--- config.mk ---
export PLATFORM = sky130hd
export DESIGN_NAME = riscv_dmem_arb
export DESIGN_NICKNAME = d
export VERILOG_FILES = /design/src/rtl/riscv_dmem_arb_pkg.sv /design/src/rtl/riscv_dmem_arb_resp.sv /design/src/rtl/riscv_dmem_arb.sv
export SDC_FILE = /design/constraint.sdc
export NUM_CORES = 1
export LEC_CHECK = 0
export CORE_UTILIZATION = 37
export DETAILED_ROUTE_END_ITERATION = 12
export PLACE_DENSITY = 0.87
export SETUP_SLACK_MARGIN = 0.5
export SLEW_MARGIN = 15
export SYNTH_ARGS = -nofsm -noshare
export SYNTH_HDL_FRONTEND = slang
export SYNTH_SLANG_ARGS = --single-unit
--- constraint.sdc ---
create_clock -name i_clk -period 3.96 [get_ports i_clk]
set_clock_uncertainty 0.2 [all_clocks]
set_input_delay 0.594 -clock i_clk [delete_from_list [all_inputs] [get_ports i_clk]]
set_output_delay 0.594 -clock i_clk [all_outputs]
set_load 0.05 [all_outputs]
--- src/rtl/riscv_dmem_arb_pkg.sv ---
// rtl/riscv_dmem_arb_pkg.sv - shared config, FSM encoding and helpers for the dmem arbiter
package riscv_dmem_arb_pkg;

    localparam int CFG_XLEN          = 32;
    localparam int CFG_DMEM_ADDR_BIT = 12;
    localparam int CFG_STARVE_LIMIT  = 4;

    typedef enum logic {
        ST_ARB   = 1'b0,
        ST_LOCK1 = 1'b1
    } arb_state_t;

    // Counter must be able to hold the value STARVE_LIMIT itself.
    function automatic int cnt_width(input int limit);
        return $clog2(limit + 1);
    endfunction

endpackage

--- src/rtl/riscv_dmem_arb_resp.sv ---
// rtl/riscv_dmem_arb_resp.sv - per-port read response register (1-cycle rvalid, held rdata)
module riscv_dmem_arb_resp
    import riscv_dmem_arb_pkg::*;
#(
    parameter int XLEN = CFG_XLEN
) (
    input  logic            i_clk,
    input  logic            i_rstn,
    input  logic            i_capture,
    input  logic [XLEN-1:0] i_data,
    output logic            o_rvalid,
    output logic [XLEN-1:0] o_rdata
);

    always_ff @(posedge i_clk or negedge i_rstn) begin
        if (!i_rstn) begin
            o_rvalid <= 1'b0;
            o_rdata  <= '0;
        end else begin
            o_rvalid <= i_capture;
            if (i_capture) begin
                o_rdata <= i_data;
            end
        end
    end

endmodule

--- src/rtl/riscv_dmem_arb.sv ---
// rtl/riscv_dmem_arb.sv - two-port dmem arbiter with port-1 starvation bound and lock
module riscv_dmem_arb
    import riscv_dmem_arb_pkg::*;
#(
    parameter int XLEN          = CFG_XLEN,
    parameter int DMEM_ADDR_BIT = CFG_DMEM_ADDR_BIT,
    parameter int STARVE_LIMIT  = CFG_STARVE_LIMIT
) (
    input  logic                     i_clk,
    input  logic                     i_rstn,
    input  logic                     i_p0_req,
    input  logic                     i_p0_wr,
    input  logic [XLEN/8-1:0]        i_p0_byte_sel,
    input  logic [DMEM_ADDR_BIT-3:0] i_p0_addr,
    input  logic [XLEN-1:0]          i_p0_wdata,
    output logic                     o_p0_gnt,
    output logic                     o_p0_rvalid,
    output logic [XLEN-1:0]          o_p0_rdata,
    input  logic                     i_p1_req,
    input  logic                     i_p1_wr,
    input  logic [XLEN/8-1:0]        i_p1_byte_sel,
    input  logic [DMEM_ADDR_BIT-3:0] i_p1_addr,
    input  logic [XLEN-1:0]          i_p1_wdata,
    output logic                     o_p1_gnt,
    output logic                     o_p1_rvalid,
    output logic [XLEN-1:0]          o_p1_rdata,
    input  logic                     i_p1_lock,
    output logic                     o_dmem_wr_en,
    output logic [XLEN/8-1:0]        o_dmem_byte_sel,
    output logic [DMEM_ADDR_BIT-3:0] o_dmem_addr,
    output logic [XLEN-1:0]          o_dmem_data,
    input  logic [XLEN-1:0]          i_dmem_data
);

    localparam int CW = cnt_width(STARVE_LIMIT);
    localparam logic [CW-1:0] LIMIT = CW'(STARVE_LIMIT);

    arb_state_t    state_q, state_d;
    logic [CW-1:0] starve_q, starve_d;
    logic          gnt0, gnt1;

    always_ff @(posedge i_clk or negedge i_rstn) begin
        if (!i_rstn) begin
            state_q  <= ST_ARB;
            starve_q <= '0;
        end else begin
            state_q  <= state_d;
            starve_q <= starve_d;
        end
    end

    always_comb begin
        gnt0     = 1'b0;
        gnt1     = 1'b0;
        starve_d = '0;
        state_d  = ST_ARB;
        case (state_q)
            ST_LOCK1: begin
                gnt1 = i_p1_req;
            end
            default: begin
                if (i_p0_req && i_p1_req) begin
                    gnt1 = (starve_q == LIMIT);
                    gnt0 = !gnt1;
                end else begin
                    gnt0 = i_p0_req;
                    gnt1 = i_p1_req;
                end
                // Only a contested p0 win counts towards forcing port 1.
                if (gnt0 && i_p1_req) begin
                    starve_d = (starve_q == LIMIT) ? starve_q : starve_q + CW'(1);
                end
            end
        endcase
        if (i_p1_lock && (gnt1 || state_q == ST_LOCK1)) begin
            state_d = ST_LOCK1;
        end
    end

    assign o_p0_gnt = gnt0;
    assign o_p1_gnt = gnt1;

    always_comb begin
        o_dmem_wr_en    = 1'b0;
        o_dmem_byte_sel = '0;
        o_dmem_addr     = '0;
        o_dmem_data     = '0;
        if (gnt0) begin
            o_dmem_wr_en    = i_p0_wr;
            o_dmem_byte_sel = i_p0_wr ? i_p0_byte_sel : '0;
            o_dmem_addr     = i_p0_addr;
            o_dmem_data     = i_p0_wdata;
        end else if (gnt1) begin
            o_dmem_wr_en    = i_p1_wr;
            o_dmem_byte_sel = i_p1_wr ? i_p1_byte_sel : '0;
            o_dmem_addr     = i_p1_addr;
            o_dmem_data     = i_p1_wdata;
        end
    end

    riscv_dmem_arb_resp #(.XLEN(XLEN)) u_resp0 (
        .i_clk     (i_clk),
        .i_rstn    (i_rstn),
        .i_capture (gnt0 && !i_p0_wr),
        .i_data    (i_dmem_data),
        .o_rvalid  (o_p0_rvalid),
        .o_rdata   (o_p0_rdata)
    );

    riscv_dmem_arb_resp #(.XLEN(XLEN)) u_resp1 (
        .i_clk     (i_clk),
        .i_rstn    (i_rstn),
        .i_capture (gnt1 && !i_p1_wr),
        .i_data    (i_dmem_data),
        .o_rvalid  (o_p1_rvalid),
        .o_rdata   (o_p1_rdata)
    );

endmodule
==> out/metrics.yaml <==
placement:
  portBuffers: 245
  dp_hpwl_um: 9460
  gp_congestion: 0.893
worst_setup_path:
  worstRegToRegCells: 5
  cpMaxStageDelayCell: "clkdlybuf4s50_1"
  r2r-end: "u_resp0.o_rdata[9]$_DFFE_PN0P_"
  crit_end: "o_dmem_wr_en"
  cp_top_family: "buffers and inverters"
  crit_cells: 6
  worstSetupPathType: "in2out"
  critPathLaunch: "i_p1_req"
  cp.buffers_inverters: 3
  crit_path_max_incr_delay_ns: 0.82
  crit_path_end_kind: "output port"
  r2r-start: "starve_q[0]$_DFFE_PN0P_"
  arrival_ns: 2.59
  critical_path.cell_chain: "clkdlybuf4s50_1 -> and3_4 -> nor3b_1 -> buf_4 -> a21o_1 -> clkdlybuf4s50_1"
  ff2ff_setup_slack_ns: 1.37
  crit_path_frequent_cell: "clkdlybuf4s50_1"
  critPathMaxFanout: 6
  required_ns: 3.17
  startpoint_type: "input pin"
drt:
  ant_nets: 0
  remaining_drc_errors: 0
  drt_iter0_markers: 99
  wl_per_cell_um: 20.1
  firstDrtPassIters: 4
  avgViaCountPerCell: 5.05
  wirelength_um: 11700
  vias: 2937
clock_tree:
  cts_tree: "built"
  cts_num_sinks: 70
  numCtsBuffers: 9
  cts-root-buf: "clkbuf_8"
  h-tree-depth: 3
  postCtsHoldBufs: 0
  clock_tree.buffer_depth: 2
  insertion_delay_ns: 0.33
  clk_pin_slew_ns: 0.08
cells_and_area:
  drive_gt1_share_pct: 29.8
  fill_cells: 584
  multi_input_area_mm2: 0.00141
  post-route-util_pct: 70.9
  final-seq-area_mm2: 0.00175
  areaGrowthSynthToFinish_pct: 82.0
  nNetsFinal: 604
power_and_ir_drop:
  p_sw_share_pct: 42.5
  power_density_mw_per_mm2: 480
  p_sw_w: 0.00121
  p_int_w: 0.00163
  ir_worst_vdd_mv: 0.252
  clockPowerShare_pct: 18.6
  p_seq_share_pct: 32.2
  pwr-share-comb_pct: 49.2
  leakagePower_nw: 2.63
synthesis:
  synth.net_count: 353
  synthDistinctLibCells: 25
  synth_edf_count: 0
  syn_inst: 220
  async_flop_share_pct: 100
  avgSynthCellArea_um2: 14.8
  ys_seq_area_share_pct: 53.9
  ys_top_cells_by_count: "70 x dfrtp_1, 42 x a22o_1, 35 x mux2_2, 29 x mux2_4, 6 x buf_2"
  synth_most_common_cell: "dfrtp_1"
  synth_seq_cells: 70
  synth_top_cells_by_area: "dfrtp_1 54%, mux2_4 13%, mux2_2 12%"
  yosys.area.top_type: "dfrtp_1"
  synth_flop_cell: "dfrtp_1"
  synth_area_mm2: 0.00325
  yosys.area.top_type_share_pct: 53.9
  ys.warnings.count: 0
timing:
  fin_crit_sh_pct: 85.4
  period_needed_ns: 3.38
  finalHoldViolations: 0
  slew_headroom_pct: 26.3
  rsz0062_at_grt: "false"
  fin_tns_setup_ns: 0
  setup_viol: 0
  report.final.slew_viol_count: 0
  fmax_mhz: 296
  worst_pin_slew_ns: 1.11
global_route:
  grt_max_degree: 52
  groute.usage.overall_pct: 25.0
  grt_pass1_wl_um: 16500
  gr-total-overflow: 0
  antenna_found_initial: 2
  grt_pass1_vias: 2979
floorplan:
  coreArea_mm2: 0.00834
  die_x_um: 95.7
  die_area_mm2: 0.00915
  die_h_um: 95.7
  pin_count: 246
  num_rows: 33
  start_util_pct: 38.9
worst_hold_path:
  hold_path.class: "in2async"
outcome:
  status: "finished clean"
job:
  max_cap_violations: 0
==> cell type report <==
cell class / count / area share (%)
Sequential cell: 70 / 29.6
Multi-Input combinational cell: 131 / 23.9
Tap cell: 105 / 2.22
Timing Repair Buffer: 256 / 40.9
Inverter: 3 / 0.191
Clock buffer: 9 / 2.10
Antenna cell: 1 / 0.0423
Clock inverter: 7 / 0.974
==> power by group through the flow <==
stage          combinational, W  clock [W]  sequential (W)
3_5_place_dp            0.00140          0        0.000930
3_3_place_gp            0.00138          0        0.000921
5_1_grt                 0.00144   0.000572        0.000930
4_1_cts                 0.00140   0.000545        0.000916
6_report                0.00140   0.000529        0.000914
2_1_floorplan          0.000394          0         0.00137
==> cell usage in the layout, fill, tap and decap left out, drive strengths merged, types with 2 or more instances in the layout <==
master / Yosys / layout
a21boi: 2 / 2
a22o: 42 / 42
a32o: 4 / 4
buf: 11 / 57
clkbuf: 5 / 9
clkdlybuf4s50: 0 / 198
clkinv: 0 / 2
clkinvlp: 0 / 2
dfrtp: 70 / 70
ha: 2 / 2
inv: 3 / 6
mux2: 64 / 64
nand2: 2 / 2
nand2b: 2 / 2
nor2: 3 / 3
nor3b: 2 / 2
==> through the flow <==
step / instance area, um^2 / std cells / hold WS, ns / total power (W) / worst slack, ns
after global placement: 5700 / 562 / 0.252 / 0.00230 / 0.565
after detailed placement: 5700 / 562 / 0.265 / 0.00233 / 0.527
final: 5910 / 582 / 0.0734 / 0.00284 / 0.579
after global routing: 5910 / 581 / 0.120 / 0.00294 / 0.525
after CTS: 5880 / 578 / 0.277 / 0.00286 / 0.503
after floorplan: 3250 / 220 / 0.0984 / 0.00177 / 1.05
==> what timing repair did <==
item,CTS,global route
resized for setup,1,0
endpoints found under the setup margin,1,3
cloned,0,0
pin swaps,0,1
buffers inserted,0,3
==> flip-flops by register name, summed over array words and instances, names as in the netlist <==
| signal | cells |
|---|---|
| u_resp1.o_rvalid | 1 |
| starve_q | 3 |
| u_resp0.o_rdata | 32 |
| state_q | 1 |
| u_resp0.o_rvalid | 1 |
| u_resp1.o_rdata | 32 |
==> routing by layer <==
layer | wire, um | share of wire (%) | vias to the layer above | track usage, %
li1 | - | - | 1332 | -
met1 | 4430 | 38 | 1439 | 29.7
met2 | 6150 | 52 | 150 | 43.5
met3 | 898 | 7.7 | 14 | 6.70
met4 | 242 | 2.1 | 2 | 8.33
met5 | 12 | 0.10 | - | 0
==> worst min-delay path by stage <==
stage | to | slack (ns) | depth (start not counted)
CTS | starve_q[0]$_DFFE_PN0P_ | 0.28 | 1
finish | u_resp0.o_rdata[10]$_DFFE_PN0P_ | 0.07 | 1
detailed placement | starve_q[0]$_DFFE_PN0P_ | 0.27 | 1
global placement | starve_q[0]$_DFFE_PN0P_ | 0.25 | 1
floorplan | starve_q[0]$_DFFE_PN0P_ | 0.1 | 0
global route | u_resp0.o_rdata[27]$_DFFE_PN0P_ | 0.12 | 1
==> kinds of logic after synthesis <==
family | Yosys count | synth area share (%)
flip-flops | 70 | 53.9
AO/OA/AOI/OAI | 51 | 13.6
multiplexers | 65 | 25.9
adder cells (fa/ha/maj) | 2 | 0.771
AND/OR/NAND/NOR | 13 | 2.43
buffers and inverters | 19 | 3.35
No activity file was read; power rests on OpenSTA's default activity.
